<file path="src/rtl/mem_pkg.sv">
// Shared types and helpers for the unified program/data memory path.
package mem_pkg;

  typedef enum logic {OWN_IF = 1'b0, OWN_D = 1'b1} owner_t;

  localparam int WORD_W = 32;
  localparam int BE_W   = 4;

  function automatic logic [31:0] word_idx(input logic [31:0] addr);
    return addr >> 2;
  endfunction

endpackage

</file>
<file path="src/rtl/arb_rr2.sv">
// Two-way round-robin pick; combinational, one-hot grant (bit0 = fetch, bit1 = data).
// A lone request always wins; under contention the side that did not win last goes.
module arb_rr2
  import mem_pkg::*;
(
  input  logic [1:0] req,
  input  owner_t     last,
  output logic [1:0] gnt
);

  always_comb begin
    gnt = req;
    if (req == 2'b11) begin
      gnt = (last == OWN_D) ? 2'b01 : 2'b10;
    end
  end

endmodule

</file>
<file path="src/rtl/mem_arbiter.sv">
// Shares one synchronous-read RAM between fetch and load/store; grant is same-cycle,
// read data returns one cycle later; losers simply hold their request (max 1 cycle wait).
module mem_arbiter
  import mem_pkg::*;
#(
  parameter  int ADDR_W = 16,
  parameter  int DATA_W = 32,
  parameter  int DEPTH  = 64,
  localparam int MEM_AW = $clog2(DEPTH)
) (
  input  logic              clk,
  input  logic              rst_n,
  input  logic              if_req,
  input  logic [ADDR_W-1:0] if_addr,
  output logic              if_gnt,
  output logic              if_rvalid,
  output logic [DATA_W-1:0] if_rdata,
  input  logic              d_req,
  input  logic              d_we,
  input  logic [BE_W-1:0]   d_be,
  input  logic [ADDR_W-1:0] d_addr,
  input  logic [DATA_W-1:0] d_wdata,
  output logic              d_gnt,
  output logic              d_rvalid,
  output logic [DATA_W-1:0] d_rdata,
  output logic              err,
  output logic              mem_en,
  output logic [BE_W-1:0]   mem_we,
  output logic [MEM_AW-1:0] mem_addr,
  output logic [DATA_W-1:0] mem_wdata,
  input  logic [DATA_W-1:0] mem_rdata
);

  owner_t      last;
  logic [1:0]  gnt_raw;
  logic [1:0]  gnt;
  logic [31:0] sel_idx;
  logic        any_gnt;
  logic        oor;
  logic        store;
  logic        rsp_if;
  logic        rsp_d;
  logic        rsp_err;

  arb_rr2 u_arb (
    .req  ({d_req, if_req}),
    .last (last),
    .gnt  (gnt_raw)
  );

  // Grants are suppressed while reset is held so the RAM sees no strobe.
  assign gnt     = gnt_raw & {2{rst_n}};
  assign if_gnt  = gnt[0];
  assign d_gnt   = gnt[1];
  assign any_gnt = |gnt;
  assign store   = gnt[1] & d_we;

  always_comb begin
    sel_idx = word_idx(32'(gnt[1] ? d_addr : if_addr));
  end

  assign oor       = sel_idx >= 32'(DEPTH);
  assign mem_en    = any_gnt & ~oor;
  assign mem_we    = (mem_en & store) ? d_be : '0;
  assign mem_addr  = mem_en ? sel_idx[MEM_AW-1:0] : '0;
  assign mem_wdata = (mem_en & store) ? d_wdata : '0;

  always_ff @(posedge clk or negedge rst_n) begin
    if (!rst_n) begin
      last    <= OWN_D;
      rsp_if  <= 1'b0;
      rsp_d   <= 1'b0;
      rsp_err <= 1'b0;
    end else begin
      rsp_if  <= gnt[0];
      rsp_d   <= gnt[1] & ~d_we;
      rsp_err <= any_gnt & oor;
      if (any_gnt) begin
        last <= gnt[1] ? OWN_D : OWN_IF;
      end
    end
  end

  // An out-of-range store still reports err, but never a load-data valid.
  assign if_rvalid = rsp_if;
  assign d_rvalid  = rsp_d;
  assign err       = rsp_err;
  assign if_rdata  = (rsp_if & ~rsp_err) ? mem_rdata : '0;
  assign d_rdata   = (rsp_d & ~rsp_err) ? mem_rdata : '0;

endmodule
</file>
<file path="config.mk">
export PLATFORM = sky130hd
export DESIGN_NAME = mem_arbiter
export DESIGN_NICKNAME = d
export VERILOG_FILES = /design/src/rtl/mem_pkg.sv /design/src/rtl/arb_rr2.sv /design/src/rtl/mem_arbiter.sv
export SDC_FILE = /design/constraint.sdc
export NUM_CORES = 1
export LEC_CHECK = 0
export ABC_CLOCK_PERIOD_IN_PS = 1600
export CORE_ASPECT_RATIO = 0.5
export CORE_UTILIZATION = 23
export DETAILED_ROUTE_END_ITERATION = 10
export PLACE_DENSITY_LB_ADDON = 0.12
export SKIP_CTS_REPAIR_TIMING = 1
export SYNTH_ARGS = -nofsm -noshare
export SYNTH_HDL_FRONTEND = slang
export SYNTH_SLANG_ARGS = --single-unit
</file>
<file path="constraint.sdc">
create_clock -name clk -period 1.6 [get_ports clk]
set_input_delay 0.32 -clock clk [delete_from_list [all_inputs] [get_ports clk]]
set_output_delay 0.32 -clock clk [all_outputs]
set_load 0.01 [all_outputs]
</file>
==> impl_metrics.env <==
export IMPL_rows=19
export IMPL_cts_root_buffer_cell="clkbuf_16"
export IMPL_cp_start_kind="register"
export IMPL_synth_ff_latch_count=4
export IMPL_tightest_slew_ns=0.355
export IMPL_wire_per_inst_um=14.3
export IMPL_first_iter_violations=107
export IMPL_drtAntennaViolNets=0
export IMPL_clk_pin_slew_worst_paths_ns=0.03
export IMPL_synth_warnings=0
export IMPL_synth_fa_ha_area_share_pct=0
export IMPL_routabilityCongestion=0.798
export IMPL_insertedDiodeCount=0
export IMPL_stdcell_count=513
export IMPL_vias=2245
export IMPL_yosys_area_share_simple_pct=67.8
export IMPL_setup_viol_count_final=73
export IMPL_p_sw_uw=340
export IMPL_final_setup_tns_ns=-13.87
export IMPL_place_hpwl_um=5430
export IMPL_clkPwrFrac_pct=34.0
export IMPL_timing_final_crit_share_pct=123
export IMPL_combPwrFrac_pct=56.0
export IMPL_grt_pass1_wl_um=10100
export IMPL_p_per_area_mw_per_mm2=307
export IMPL_synth_cell_area_mm2=0.00137
export IMPL_via_per_inst=4.38
export IMPL_ir_drop_v=0.000278
export IMPL_fin_ws_ns=-0.374
export IMPL_fp_dieH_um=56.6
export IMPL_power_frac_seq_pct=10.0
export IMPL_antenna_found_initial=0
export IMPL_cts_made_buffers=3
export IMPL_worstPathArrival_ns=1.65
export IMPL_violations="DRC, setup timing"
export IMPL_core_mm2=0.00561
export IMPL_dp_cells=486
export IMPL_synth_area_mux_share_pct=0
export IMPL_ys_types=26
export IMPL_grt_max_degree=33
export IMPL_synth_edf_count=0
export IMPL_fp_dieW_um=111
export IMPL_ys_seq_area_share_pct=7.40
export IMPL_whs_ns=0.156
export IMPL_grt_use_total_pct=19.6
export IMPL_endpoint_kind="primary output"
export IMPL_cts_tree="built"
export IMPL_avgSynthCellArea_um2=7.09
export IMPL_fmax_mhz=507
export IMPL_worstPathRequired_ns=1.28
export IMPL_fin_nets=546
export IMPL_skew_ns=0.00139
export IMPL_final_min_clock_period_ns=1.97
export IMPL_yosysMostFrequentCell="and2_1"
export IMPL_io_pins=217
export IMPL_worstPathCellList="and2_4 -> buf_6 -> o211ai_4 -> a221oi_2 -> buf_2"
export IMPL_rsz0062_at_grt="yes"
export IMPL_clk_latency_ns=0.22
export IMPL_drv_cap=0
export IMPL_sw_frac_of_total_pct=28.5
export IMPL_synthTopCellsByCount="65 x and2_1, 36 x inv_1, 27 x nor3_2"
export IMPL_cts_buffer_depth=2
export IMPL_critPathKind="reg2out"
export IMPL_synthTopCellsByArea="and2_1 30%, nor3_2 20%, inv_1 9.9%"
export IMPL_port_buffer_count=212
export IMPL_h_tree_depth=1
export IMPL_die_area_mm2=0.00628
export IMPL_syn_num_nets=298
export IMPL_overflow=0
export IMPL_synthXorXnorAreaFrac_pct=0
export IMPL_ff2ff_setup_slack_ns=0.31
export IMPL_async_flop_share_pct=100
export IMPL_p_int_uw=853
export IMPL_status="complete, but fails checks"
export IMPL_synth_top_family_by_area="simple AND/OR/NAND/NOR gates"
export IMPL_slew_headroom_pct=76.2
export IMPL_finalMaxSlewViolations=0
export IMPL_drt_total_wl_um=7310
export IMPL_start_util_pct=24.4
export IMPL_drc=20
export IMPL_dr_pass1_iters=7
export IMPL_yosys_area_top_type_share_pct=29.7
export IMPL_drive_gt1_share_pct=47.3
export IMPL_ys_flop_type="dfrtp_1"
export IMPL_syn_to_final_growth_pct=183
export IMPL_p_leak_uw=0.00228
export IMPL_slowest_stage="dfstp_2"
export IMPL_syn_inst=193
export IMPL_critical_path_max_fanout=8
export IMPL_worst_path_largest_cell_delay_ns=0.52
export IMPL_cts_sinks=4
export IMPL_hp_class="in2async"
export IMPL_hold_violations=0
export IMPL_yosysTopAreaCell="and2_1"
export IMPL_synth_compound_area_share_pct=8.23
export IMPL_grt_pass1_vias=2026
[routing by layer]
layer  vias to the layer above  GRT usage (%)  wire, µm
li1                       1120              -         -
met1                      1021           21.6      2760
met2                        98           40.5      4080
met3                         6           2.92       416
met4                         0           3.28        53
met5                         -              0         0
[layout make-up]
cell class	count	area [µm²]
tap	73	91.3
timing repair buffer	258	2260
sequential	4	103
clock buffer	4	78.8
inverter	36	135
multi-input combinational	138	1210
fill	462	1730
[cell families (layout without fill, tap and decap cells)]
kind of cell | count (synthesis) | after routing
buffers and inverters | 51 | 298
AO/OA/AOI/OAI | 16 | 16
flip-flops | 4 | 4
AND/OR/NAND/NOR | 122 | 122
[sequential cells by signal (all words and copies together) (netlist names)]
register,flops
d_rvalid,1
last,1
err,1
if_rvalid,1
[per-stage QoR]
| stage | total power [µW] | util, % | setup slack [ns] | cell area [µm²] |
|---|---|---|---|---|
| after floorplan | 301 | - | -0.0115 | 1430 |
| after global placement | 730 | 66.8 | -0.966 | 3750 |
| after detailed placement | 744 | 66.8 | -1.08 | 3750 |
| after CTS | 1150 | 68.2 | -1.09 | 3830 |
| after global routing | 1250 | 69.1 | -0.447 | 3880 |
| final | 1190 | 69.1 | -0.374 | 3880 |
[power groups by stage]
stage                     Sequential (µW)  Combinational, µW  Clock [µW]
after floorplan                       120                181           0
after global placement                117                613           0
after detailed placement              117                627           0
after CTS                             116                628         407
after global routing                  121                710         416
final                                 119                668         405
[path summary, 6_finish.rpt]
path,start,end,cells after the start
max,last,mem_addr[3],5
min,rst_n,if_rvalid,2
max reg2reg,last,err,4
min reg2reg,last,last,2
max in group asynchronous,rst_n,last,2
min in group clk,d_addr[10],err,5
[layout by cell type (no fill, tap or decap), drive strengths merged, types with 6 or more instances in the layout]
cell type / instances
nand4: 7
nor3: 37
inv: 36
clkbuf: 50
a221oi: 6
dlymetal6s2s: 32
and2: 65
buf: 96
clkdlybuf4s50: 84
o21ai: 7
[critical path, delay by kind of cell, from the launching register on]
family	cells	cell delay, ns
and+or+nand+nor	1	0.14
buffers and inverters	2	0.29
DFF	1	0.52
AOI/OAI and AO/OA	2	0.46
Note: power is estimated with default switching activity, not from simulation.
